### config.mk
export PLATFORM = sky130hd
export DESIGN_NAME = a2d_round_robin_seq_flat
export DESIGN_NICKNAME = d
export VERILOG_FILES = /design/src/rtl/a2d_round_robin_seq_pkg.sv /design/src/rtl/a2d_round_robin_seq_if.sv /design/src/rtl/a2d_round_robin_seq_timer.sv /design/src/rtl/a2d_round_robin_seq.sv /design/src/flat_wrapper.sv
export SDC_FILE = /design/constraint.sdc
export NUM_CORES = 1
export LEC_CHECK = 0
export BUFFER_PORTS_ARGS = -buffer_cell sky130_fd_sc_hd__buf_2
export CAP_MARGIN = 25
export CORE_MARGIN = 1.5
export CORE_UTILIZATION = 45
export CTS_CLUSTER_DIAMETER = 40
export DETAILED_ROUTE_END_ITERATION = 7
export GPL_TIMING_DRIVEN = 0
export PLACE_DENSITY_LB_ADDON = 0.25
export SYNTH_ARGS = -nofsm -noshare
export SYNTH_HDL_FRONTEND = slang
export SYNTH_HIERARCHICAL = 1
export SYNTH_SLANG_ARGS = --single-unit
export TNS_END_PERCENT = 30
### constraint.sdc
create_clock -name clk -period 7.7 [get_ports clk]
set_clock_uncertainty 0.05 [all_clocks]
set_input_delay 1.925 -clock clk [delete_from_list [all_inputs] [get_ports clk]]
set_output_delay 1.925 -clock clk [all_outputs]
set_load 0.02 [all_outputs]
### src/rtl/a2d_round_robin_seq_pkg.sv
// Shared types for the A2D round-robin sequencer: FSM states, channel index
// and the command-word encoding.
package a2d_seq_pkg;

  typedef enum logic [2:0] {
    IDLE   = 3'd0,
    CMD    = 3'd1,
    WAIT_C = 3'd2,
    GAP    = 3'd3,
    RD     = 3'd4,
    WAIT_R = 3'd5,
    STORE  = 3'd6
  } a2d_state_e;

  typedef enum logic [1:0] {
    LFT  = 2'd0,
    RGHT = 2'd1,
    BATT = 2'd2
  } a2d_ch_e;

  localparam logic [1:0] CMD_HDR = 2'b11;
  localparam logic [2:0] CH_LFT  = 3'd0;
  localparam logic [2:0] CH_RGHT = 3'd4;
  localparam logic [2:0] CH_BATT = 3'd5;

  function automatic logic [15:0] cmd_word(input a2d_ch_e idx);
    logic [2:0] ch;
    case (idx)
      LFT:     ch = CH_LFT;
      RGHT:    ch = CH_RGHT;
      default: ch = CH_BATT;
    endcase
    return {CMD_HDR, ch, 11'h000};
  endfunction

  function automatic a2d_ch_e next_ch(input a2d_ch_e idx);
    case (idx)
      LFT:     return RGHT;
      RGHT:    return BATT;
      default: return LFT;
    endcase
  endfunction

endpackage

### src/rtl/a2d_round_robin_seq_if.sv
// Bus between the sequencer and the A2D SPI master.
interface a2d_round_robin_seq_if;
  // Handshake: spi_wrt is a one-cycle start pulse; spi_cmd stays stable from
  // that cycle until spi_done, a one-cycle completion pulse that also
  // qualifies spi_rd_data. At most one frame is outstanding at any time.
  logic        spi_wrt;
  logic [15:0] spi_cmd;
  logic        spi_done;
  logic [15:0] spi_rd_data;

  modport master (output spi_wrt, spi_cmd, input spi_done, spi_rd_data);
  modport slave  (input spi_wrt, spi_cmd, output spi_done, spi_rd_data);
endinterface

### src/rtl/a2d_round_robin_seq_timer.sv
// Loadable down-counter that stops at zero; shared by the conversion gap
// and the SPI transaction timeout.
module a2d_seq_timer #(
  parameter int W = 12
) (
  input  logic         clk,
  input  logic         rst_n,
  input  logic         load,
  input  logic [W-1:0] load_val,
  output logic         zero
);
  localparam logic [W-1:0] ONE = 1;

  logic [W-1:0] cnt;

  always_ff @(posedge clk) begin
    if (!rst_n)          cnt <= '0;
    else if (load)       cnt <= load_val;
    else if (cnt != '0)  cnt <= cnt - ONE;
  end

  assign zero = (cnt == '0);
endmodule

### src/rtl/a2d_round_robin_seq.sv
// Autonomous A2D scheduler: every ROUND_PERIOD cycles it converts the left
// load cell, right load cell and battery (command frame, gap, read frame).
module a2d_round_robin_seq
  import a2d_seq_pkg::*;
#(
  parameter logic [15:0] ROUND_PERIOD = 16'd50000,
  parameter logic [3:0]  GAP_CYC      = 4'd8,
  parameter logic [11:0] TIMEOUT_CYC  = 12'd2048
) (
  input  logic                          clk,
  input  logic                          rst_n,
  input  logic                          en,
  a2d_round_robin_seq_if.master         spi,
  output logic [11:0]                   lft_ld,
  output logic [11:0]                   rght_ld,
  output logic [11:0]                   batt,
  output logic                          rnd_vld,
  output logic                          a2d_err,
  output a2d_state_e                    state
);

  logic [15:0] per_cnt;
  logic        round_start;
  a2d_ch_e     idx;
  logic        rnd_bad;
  logic [11:0] rd_hold;
  logic        tmr_load;
  logic [11:0] tmr_val;
  logic        tmr_zero;
  logic        timeout;
  logic        advance;

  always_ff @(posedge clk) begin
    if (!rst_n || !en)                         per_cnt <= '0;
    else if (per_cnt == ROUND_PERIOD - 16'd1)  per_cnt <= '0;
    else                                       per_cnt <= per_cnt + 16'd1;
  end

  assign round_start = en && (per_cnt == 16'd0) && (state == IDLE);

  // Timer reaches zero in the (TIMEOUT_CYC-1)th cycle after spi_wrt, so the
  // error flag is visible exactly TIMEOUT_CYC cycles after the start pulse.
  always_comb begin
    tmr_load = 1'b0;
    tmr_val  = '0;
    case (state)
      CMD, RD: begin
        tmr_load = 1'b1;
        tmr_val  = TIMEOUT_CYC - 12'd2;
      end
      WAIT_C: if (spi.spi_done) begin
        tmr_load = 1'b1;
        tmr_val  = {8'h00, GAP_CYC - 4'd1};
      end
      default: ;
    endcase
  end

  a2d_seq_timer #(.W(12)) u_timer (
    .clk      (clk),
    .rst_n    (rst_n),
    .load     (tmr_load),
    .load_val (tmr_val),
    .zero     (tmr_zero)
  );

  assign timeout = ((state == WAIT_C) || (state == WAIT_R)) && !spi.spi_done && tmr_zero;
  assign advance = (state == STORE) || timeout;

  always_ff @(posedge clk) begin
    if (!rst_n) begin
      state       <= IDLE;
      idx         <= LFT;
      spi.spi_wrt <= 1'b0;
      spi.spi_cmd <= 16'h0000;
      lft_ld      <= 12'h000;
      rght_ld     <= 12'h000;
      batt        <= 12'h000;
      rnd_vld     <= 1'b0;
      a2d_err     <= 1'b0;
      rnd_bad     <= 1'b0;
      rd_hold     <= 12'h000;
    end else begin
      spi.spi_wrt <= 1'b0;
      rnd_vld     <= 1'b0;
      case (state)
        IDLE: if (round_start) begin
          state       <= CMD;
          idx         <= LFT;
          rnd_bad     <= 1'b0;
          spi.spi_wrt <= 1'b1;
          spi.spi_cmd <= cmd_word(LFT);
        end
        CMD:    state <= WAIT_C;
        WAIT_C: if (spi.spi_done) state <= GAP;
        GAP: if (tmr_zero) begin
          state       <= RD;
          spi.spi_wrt <= 1'b1;
          spi.spi_cmd <= cmd_word(idx);
        end
        RD:     state <= WAIT_R;
        WAIT_R: if (spi.spi_done) begin
          rd_hold <= spi.spi_rd_data[11:0];
          state   <= STORE;
        end
        STORE: begin
          case (idx)
            LFT:     lft_ld  <= rd_hold;
            RGHT:    rght_ld <= rd_hold;
            default: batt    <= rd_hold;
          endcase
        end
        default: state <= IDLE;
      endcase

      if (timeout) begin
        a2d_err <= 1'b1;
        rnd_bad <= 1'b1;
      end

      // A timed-out transaction skips its channel but keeps the round moving.
      if (advance) begin
        if (idx == BATT) begin
          state   <= IDLE;
          idx     <= LFT;
          rnd_vld <= !(rnd_bad || timeout);
        end else begin
          state       <= CMD;
          idx         <= next_ch(idx);
          spi.spi_wrt <= 1'b1;
          spi.spi_cmd <= cmd_word(next_ch(idx));
        end
      end
    end
  end

endmodule

### src/flat_wrapper.sv
// flat-port wrapper written by rule: the top's interface ports become plain ports
module a2d_round_robin_seq_flat import a2d_seq_pkg::*;
#(
  parameter logic [15:0] ROUND_PERIOD = 16'd50000,
  parameter logic [3:0]  GAP_CYC      = 4'd8,
  parameter logic [11:0] TIMEOUT_CYC  = 12'd2048
)
  (clk, rst_n, en, lft_ld, rght_ld, batt, rnd_vld, a2d_err, state, spi_spi_wrt, spi_spi_cmd, spi_spi_done, spi_spi_rd_data);
  a2d_round_robin_seq_if spi_i ();
  input  logic clk;
  input  logic rst_n;
  input  logic en;
  output logic [11:0] lft_ld;
  output logic [11:0] rght_ld;
  output logic [11:0] batt;
  output logic rnd_vld;
  output logic a2d_err;
  output a2d_state_e state;
  output wire logic [$bits(spi_i.spi_wrt)-1:0] spi_spi_wrt;
  output wire logic [$bits(spi_i.spi_cmd)-1:0] spi_spi_cmd;
  input wire logic [$bits(spi_i.spi_done)-1:0] spi_spi_done;
  input wire logic [$bits(spi_i.spi_rd_data)-1:0] spi_spi_rd_data;
  assign spi_spi_wrt = spi_i.spi_wrt;
  assign spi_spi_cmd = spi_i.spi_cmd;
  assign spi_i.spi_done = spi_spi_done;
  assign spi_i.spi_rd_data = spi_spi_rd_data;
  a2d_round_robin_seq #(.ROUND_PERIOD(ROUND_PERIOD), .GAP_CYC(GAP_CYC), .TIMEOUT_CYC(TIMEOUT_CYC)) u_core (.clk(clk), .rst_n(rst_n), .en(en), .spi(spi_i), .lft_ld(lft_ld), .rght_ld(rght_ld), .batt(batt), .rnd_vld(rnd_vld), .a2d_err(a2d_err), .state(state));
endmodule
==> qor_table.md, run 1 <==
| Metric | Value |
| --- | --- |
| Core area | 9153 µm² |
| Layout Area Growth over Synthesis | 16.53% |
| Endpoints failing hold | 0 |
| Path type of the worst min-delay path | reg -> reg |
| Grt ovf | 0 |
| Worst Path Arrival | 3590 ps |
| Routed WL | 9545 µm |
| Element type at the critical path end | register |
| Overall fraction of global-route tracks in use | 0.1989 |
| Min cycle time layout | 3373 ps |
| Final-report setup violation count | 0 |
| Count of unique library cells instantiated by Yosys | 56 |
| Clk root buf | clkbuf_8 |
| Largest cells by area after synthesis | dfxtp_1 (48%), mux2i_1 (5.7%), nor2_1 (5.6%) |
| Max-slew headroom | 0.6569 |
| Clock edge transition at the registers on the reported setup and hold paths | 100 ps |
| Area share of the leading cell type in the synthesized netlist | 0.4795 |
| Worst reg-to-reg path cell count | 11 |
| Required time at the worst-slack endpoint | 7910 ps |
| Largest net degree at the start of global routing | 20 |
| Via count of the routed design | 3691 |
| Cell count after placement | 674 |
| CP max FO | 10 |
| Highest clock rate | 296.4 MHz |
| Class of the most critical setup path | in -> reg |
| Cells along the critical path | buf_2 > nor4bb_1 > nand4_1 > or3_1 > buf_2 > and3_4 > buf_6 > and3_1 |
| # diodes | 0 |
| Htree depth | 3 |
| Maximum capacitance violations | 0 |
| Deepest clock path buffer count | 2 |
| Worst IR Drop VDD | 0.1114 mV |
| Syn Std Cell Area | 4217 µm² |
| Cell count after synthesis | 490 |
| Full die area | 9960 µm² |
| Async set-reset flop share out of synthesis | 0 |
| Startpoint kind of the worst setup timing path | input port |
| R2r endpoint | u_core/spi.spi_cmd[11] |
| EDFF count, synth | 0 |
| Library cell contributing the largest single delay on the critical path | or3_1 |
| Fin cells | 690 |
| Synthesized area divided by synthesized cell count | 8.605 µm² |
| Hold buffer count at cts | 0 |
| Post-CTS repair timing setup buffer count | 0 |
| Via density | 5.349 |
| Gpl congestion | 0.9197 |
| Yosys warns | 6 |
| Total nets after synthesis | 514 |
| Max Transition Viols Final | 0 |
| Die Wd | 99.80 µm |
| Number of buffers added on ports | 73 |
| DP Wirelength | 6996 µm |
| Summed negative setup slack over all endpoints | 0 ps |
| Sequential area share after synthesis | 0.4795 |
| Share of post-route cells with drive strength above 1 | 0.1865 |
| Dominant cell type by area after synthesis | dfxtp_1 |
| Number of global-route vias before repair | 3367 |
| Effective utilization at floorplan | 0.4607 |
| Number of gates given a new drive strength after cts | 0 |
| Number of inserted filler cells in the final layout | 884 |
| Run status | complete, no violations |
| Wire length of the first global-routing pass | 15850 µm |
| Transition time at the pin with the least slew margin | 514.7 ps |
| Share of the clock period used by the worst path | 0.4381 |
| Total power divided by cell area | 281.2 nW/µm² |
| Critical Path Source | en |
| Antenna violations before repair | 0 |
| Iteration-0 DRC Markers | 191 |
| Unrepaired setup endpoints after global routing | no |
| TritonRoute pass-1 iters | 7 |
| Number of placement rows | 35 |
| Average routed wire per standard cell | 13.83 µm |
| Cell seen most often among critical-path stages | buf_2 |
| Total CTS buffers | 9 |
| Layout net count | 598 |
| Worst Setup Slack post-DPL | 3966 ps |
| Top_reg_cell synth | dfxtp_1 |
| Leakage power summed over all cells | 2.096 nW |
| FF+latch count, synth | 101 |
| Worst setup path endpoint | u_core/spi.spi_cmd[6] |
| CTS tree | yes |
| Height of the die | 99.80 µm |
| Ports placed on the boundary | 78 |
| Reg2Reg Setup Slack | 4770 ps |
| Residual DRC | 0 |
| DRT antenna net count | 0 |
| Smallest setup slack after layout | 4327 ps |
| FF-to-FF Start | u_core/u_timer/cnt[0] |
| Number of clock sinks | 101 |
| Clock insertion delay at the later pin of the skew report | 370 ps |
| Crit path largest cell delay | 390 ps |
[layout by cell type, fill, tap and decap left out, types with 6 or more instances in the layout]
| cell type | instances |
|---|---|
| a31oi_1 | 6 |
| mux2i_1 | 24 |
| nand2b_1 | 7 |
| xnor2_1 | 10 |
| nand3_1 | 13 |
| dfxtp_1 | 101 |
| buf_2 | 79 |
| or3_1 | 7 |
| nor3_1 | 6 |
| o21ai_0 | 20 |
| and3_1 | 17 |
| nand2_1 | 60 |
| clkbuf_1 | 19 |
| nor2b_1 | 6 |
| a21oi_1 | 39 |
| clkbuf_8 | 9 |
| nand4_1 | 13 |
| inv_1 | 14 |
| nor2_1 | 63 |
[per-layer routing]
layer	part of all wire	up-vias	routed length [µm]	track usage
met3	0.051	18	491	0.03552
li1	-	1854	-	-
met5	0	-	0	0
met2	0.46	109	4369	0.3051
met4	0.018	0	171	0.08992
met1	0.47	1710	4512	0.2740
[worst max-delay path, delay by kind of cell]
kind	cells	cell delay [ps]
simple gates	5	1270
buf+inv	3	390
[sequential cells by signal (all words and copies together) (netlist names), 2 cells and up]
register            flops
u_core/spi.spi_cmd     16
u_core/u_timer/cnt     12
u_core/rd_hold         12
u_core/state            3
u_core/lft_ld          12
u_core/per_cnt         16
u_core/batt            12
u_core/rght_ld         12
u_core/idx              2
[cell usage after synthesis (4+ instances only)]
| library cell | instances |
|---|---|
| dfxtp_1 | 101 |
| nor2_1 | 63 |
| nand2_1 | 60 |
| a21oi_1 | 39 |
| mux2i_1 | 24 |
| o21ai_0 | 20 |
| clkbuf_1 | 19 |
| and3_1 | 17 |
| inv_1 | 14 |
| nand3_1 | 13 |
| nand4_1 | 13 |
| xnor2_1 | 10 |
| nand2b_1 | 7 |
| or3_1 | 7 |
| a31oi_1 | 6 |
| buf_2 | 6 |
| nor2b_1 | 6 |
| nor3_1 | 6 |
| xor2_1 | 5 |
| ha_1 | 4 |
| o21a_1 | 4 |
| or4_1 | 4 |
[final cells by class]
class / instances / area [µm²] / share of cell area
Buffer: 28 / 131.4 / 0.02674
Clock buffer: 9 / 123.9 / 0.02521
Clock inverter: 7 / 68.82 / 0.01401
Inverter: 14 / 52.55 / 0.01070
Multi-Input combinational cell: 347 / 2011 / 0.4092
Sequential cell: 101 / 2022 / 0.4115
Tap cell: 111 / 138.9 / 0.02827
Timing Repair Buffer: 73 / 365.4 / 0.07436
[report_power, final]
part / internal, W / leakage [nW] / switching [W]
Sequential: 0.000564 / 0.818 / 0.0000383
Combinational: 0.000184 / 1.18 / 0.000269
Clock: 0.000126 / 0.0964 / 0.000199
[through the flow]
stage / util / hold slack [ps] / power [W] / cell area, µm²
detailed placement: 0.5158 / 372.4 / 0.001065 / 4721
CTS: 0.5368 / 399.1 / 0.001392 / 4913
finish: 0.5368 / 389.6 / 0.001382 / 4913
global placement: 0.5158 / 368.1 / 0.001058 / 4721
global route: 0.5368 / 416.9 / 0.001471 / 4913
floorplan: - / 349.3 / 0.0009570 / 4217
[cell families (layout without fill, tap and decap cells)]
group | after synthesis | after routing | share of synthesized area
AND/OR/NAND/NOR | 215 | 215 | 0.2516
flip-flops | 101 | 101 | 0.4795
AO/OA/AOI/OAI | 88 | 88 | 0.1243
buffers and inverters | 42 | 131 | 0.04362
multiplexers | 24 | 24 | 0.05697
XOR/XNOR | 15 | 15 | 0.03116
adder cells (fa/ha/maj) | 4 | 4 | 0.01187
other | 1 | 1 | 0.0008894
[worst min-delay path by stage]
stage                        start        endpoint  slack [ps]  cells after the start
finish              u_core/rnd_bad  u_core/rnd_vld         390                      1
global route        u_core/rnd_bad  u_core/rnd_vld         420                      1
CTS                 u_core/rnd_bad  u_core/rnd_vld         400                      1
detailed placement  u_core/rnd_bad  u_core/rnd_vld         370                      1
global placement    u_core/rnd_bad  u_core/rnd_vld         370                      1
floorplan           u_core/rnd_bad  u_core/rnd_vld         350                      1
Power figures use the tool's default switching activity.
==> run 2, diff against run 1 <==
ABC_AREA = 1   (was not set)
clock period = 3.31 ns   (was 7.7 ns; I/O delays follow)
==> run 2 against run 1 <==
Sequential power increased by 140%. Critical path depth decreased by 1. Global-route usage increased by 0.69 points. Die area increased by 2.7%. Count of clock-buffer cells in the layout increased by 1. Area after synthesis increased by 2.8%. First-iteration DRC count decreased by 21%. Largest cell class unchanged. Largest power group unchanged.
==> qor_table.md, run 2 <==
| Metric | Value | Change |
| --- | --- | --- |
| Height of the die | 101.2 µm | +1.4% |
| Routed WL | 10090 µm | +5.7% |
| Via count of the routed design | 3974 | +7.7% |
| Cells along the critical path | nand2_2 > o21ai_0 > or2_2 > buf_2 > nor2_1 > a21oi_1 > a21oi_1 |  |
| Number of cells traversed by the worst hold path | 1 | unchanged |
| Htree depth | 3 | unchanged |
| Full die area | 10230 µm² | +2.7% |
| Run status | complete, no violations |  |
| Class of the most critical setup path | reg -> reg |  |
| Maximum capacitance violations | 0 | unchanged |
| Effective utilization at floorplan | 0.4670 | +0.006284 |
| Total nets after synthesis | 619 | +20% |
| Dominant cell type by area after synthesis | dfxtp_1 |  |
| Top_reg_cell synth | dfxtp_1 |  |
| DRT antenna net count | 0 | unchanged |
| Number of buffers added on ports | 72 | -1.4% |
| Detail Route met3 WL | 567 µm | +15% |
| Sequential cell area | 2022 µm² | unchanged |
| Grt ovf | 0 | unchanged |
| Worst Path Arrival | 2330 ps | -1260 ps |
| Fin cells | 813 | +18% |
| Required time at the worst-slack endpoint | 3510 ps | -4400 ps |
| Layout net count | 703 | +18% |
| EDFF count, synth | 0 | unchanged |
| Cell count after synthesis | 595 | +21% |
| Wire length of the first global-routing pass | 16850 µm | +6.3% |
| Leading cell type in the layout, fill and taps excluded | nand2_1 |  |
| Total power | 0.003339 W | +140% |
| Crit path largest cell delay | 530 ps | +140 ps |
| Clock edge transition at the registers on the reported setup and hold paths | 100 ps | about the same |
| Gpl congestion | 0.8892 | -3.3% |
| Multi-input logic area | 1984 µm² | -1.3% |
| Clock share of power | 0.225 | -0.010 |
| Net switching share of the total power | 0.3945 | +0.02756 |
| Min cycle time layout | 2126 ps |  |
| Fraction of power consumed by combinational cells | 0.345 | +0.017 |
| Finished Core Util | 0.5446 | +0.007767 |
| Critical Path Source | u_core/state[0] |  |
| Part of the power in registers | 0.430 | -0.006 |
| Transition time at the pin with the least slew margin | 635.3 ps | +120.6 ps |
| Hold buffer count at cts | 0 | unchanged |
| P_int | 0.002022 W | +130% |
| Summed negative setup slack over all endpoints | 0 ps | unchanged |
| Routed length on met1 | 4663 µm | +3.3% |
| Met2 wire length | 4705 µm | +7.7% |
| Worst setup path endpoint | u_core/u_timer/cnt[1] |  |
| Path type of the worst min-delay path | reg -> reg |  |
| Count of unique library cells instantiated by Yosys | 38 | -32% |
| Total CTS buffers | 9 | unchanged |
| Clk root buf | clkbuf_8 |  |
| Top Registers | u_core/per_cnt (16), u_core/spi.spi_cmd (16) |  |
| CTS tree | yes |  |
| Antenna violations before repair | 0 | unchanged |
| Average routed wire per standard cell | 12.41 µm | -10% |
| Library cell contributing the largest single delay on the critical path | o21ai_0 |  |
| Layout Area Growth over Synthesis | 16.62% | about the same |
| Cell count after placement | 797 | +18% |
| Final-report setup violation count | 0 | unchanged |
| Cell seen most often among critical-path stages | a21oi_1 |  |
| Ports placed on the boundary | 78 | unchanged |
| Largest cells by area after synthesis | dfxtp_1 (47%), nand2_1 (10%), a21oi_1 (7.4%) |  |
| Async set-reset flop share out of synthesis | 0 | unchanged |
| DP Wirelength | 7578 µm | +8.3% |
| Number of gates given a new drive strength after cts | 0 | unchanged |
| Share of post-route cells with drive strength above 1 | 0.1988 | +0.01230 |
| Via density | 4.888 | -8.6% |
| Total cell area at the placement stage | 4862 µm² | +3.0% |
| Yosys warns | 6 | unchanged |
| Max-slew headroom | 0.5720 | -0.08489 |
| Iteration-0 DRC Markers | 150 | -21% |
| TritonRoute pass-1 iters | 5 | -2 |
| Die Wd | 101.2 µm | +1.4% |
| Reg2Reg Setup Slack | 1180 ps | -3590 ps |
| Most used cells in the layout excluding fill and tap cells | nand2_1 (121), dfxtp_1 (101), buf_2 (81), nor2_1 (81), a21oi_1 (64) |  |
| Leakage power summed over all cells | 2.264 nW | +8.0% |
| # diodes | 0 | unchanged |
| Total power divided by cell area | 660.4 nW/µm² | +130% |
| Highest metal used | met4 |  |
| Number of inserted filler cells in the final layout | 944 | +6.8% |
| Switching power | 0.001317 W | +160% |
| R2r endpoint | u_core/u_timer/cnt[1] |  |
| FF-to-FF Start | u_core/state[0] |  |
| Max Transition Viols Final | 0 | unchanged |
| CP max FO | 10 | unchanged |
| Largest net degree at the start of global routing | 19 | -5.0% |
| Core area | 9284 µm² | +1.4% |
| FF+latch count, synth | 101 | unchanged |
| Residual DRC | 0 | unchanged |
| Share of the clock period used by the worst path | 0.6423 |  |
| Element type at the critical path end | register |  |
| Number of global-route vias before repair | 3630 | +7.8% |
| Area share of the leading cell type in the synthesized netlist | 0.4664 | -0.01315 |
| Endpoints failing hold | 0 | unchanged |
| Number of placement rows | 35 | unchanged |
| Worst IR Drop VDD | 0.2918 mV | +160% |
| Highest clock rate | 470.4 MHz |  |
| Number of clock sinks | 101 | unchanged |
| Overall fraction of global-route tracks in use | 0.2058 | +0.006941 |
| Design area | 5056 µm² | +2.9% |
| Deepest clock path buffer count | 2 | unchanged |
| Worst reg-to-reg path cell count | 7 | -4 |
| Most instantiated cells after synthesis | nand2_1 (121), dfxtp_1 (101), nor2_1 (81) |  |
| Syn Std Cell Area | 4335 µm² | +2.8% |
| Startpoint kind of the worst setup timing path | register |  |
| Unrepaired setup endpoints after global routing | no |  |
| Most frequent cell after synthesis | nand2_1 |  |
| Synthesized area divided by synthesized cell count | 7.286 µm² | -15% |
| Clock insertion delay at the later pin of the skew report | 370 ps | about the same |
| Post-CTS repair timing setup buffer count | 0 | unchanged |
| Sequential area share after synthesis | 0.4664 | -0.01315 |
==> run 2: metrics by stage <==
step | hold WS (ps) | setup slack, ps
floorplan | 351.1 | 1196
global route | 417.0 | 981.9
finish | 378.3 | 1184
global placement | 373.8 | 804.8
detailed placement | 364.4 | 941.1
CTS | 383.2 | 1172
==> run 2: per-layer routing <==
| layer | up-vias | track usage |
|---|---|---|
| li1 | 2089 | - |
| met1 | 1769 | 0.2747 |
| met2 | 100 | 0.3356 |
| met3 | 16 | 0.03934 |
| met4 | 0 | 0.07051 |
| met5 | - | 0 |
==> run 2: area by class of cell <==
class | instances | share of cell area
Sequential cell | 101 | 0.3999
Multi-Input combinational cell | 412 | 0.3925
Timing Repair Buffer | 73 | 0.07226
Inverter | 62 | 0.04603
Tap cell | 129 | 0.03192
Clock buffer | 10 | 0.02722
Buffer | 20 | 0.01905
Clock inverter | 6 | 0.01114
==> run 2: cells by family after synthesis <==
logic type	count (synthesis)	synth area share
AO/OA/AOI/OAI	116	0.1414
XOR/XNOR	6	0.01212
adder cells (fa/ha/maj)	4	0.01154
buffers and inverters	82	0.07590
flip-flops	101	0.4664
other	1	0.0008650
AND/OR/NAND/NOR	285	0.2918
==> run 2: how the worst min path moves through the flow <==
| stage | startpoint | end | slack [ps] |
|---|---|---|---|
| 4_1_cts | u_core/rnd_bad | u_core/rnd_vld | 380 |
| 3_3_place_gp | u_core/rnd_bad | u_core/rnd_vld | 370 |
| 6_report | u_core/rnd_bad | u_core/rnd_vld | 380 |
| 2_1_floorplan | u_core/rnd_bad | u_core/rnd_vld | 350 |
| 3_5_place_dp | u_core/rnd_bad | u_core/rnd_vld | 360 |
| 5_1_grt | u_core/spi.spi_cmd[3] | u_core/spi.spi_cmd[3] | 420 |
==> run 2: power by group through the flow <==
stage	Combinational, W	Clock [W]	Sequential (W)
6_report	0.00115	0.000753	0.00144
3_3_place_gp	0.00112	0	0.00146
5_1_grt	0.00132	0.000826	0.00145
3_5_place_dp	0.00115	0	0.00146
2_1_floorplan	0.000831	0	0.00150
4_1_cts	0.00115	0.000772	0.00143
==> run 2: worst max-delay path, delay by kind of cell (launching register included) <==
kind | cells | cell delay [ps]
compound gates | 3 | 720
buf+inv | 1 | 250
flops | 1 | 470
simple gates | 3 | 530
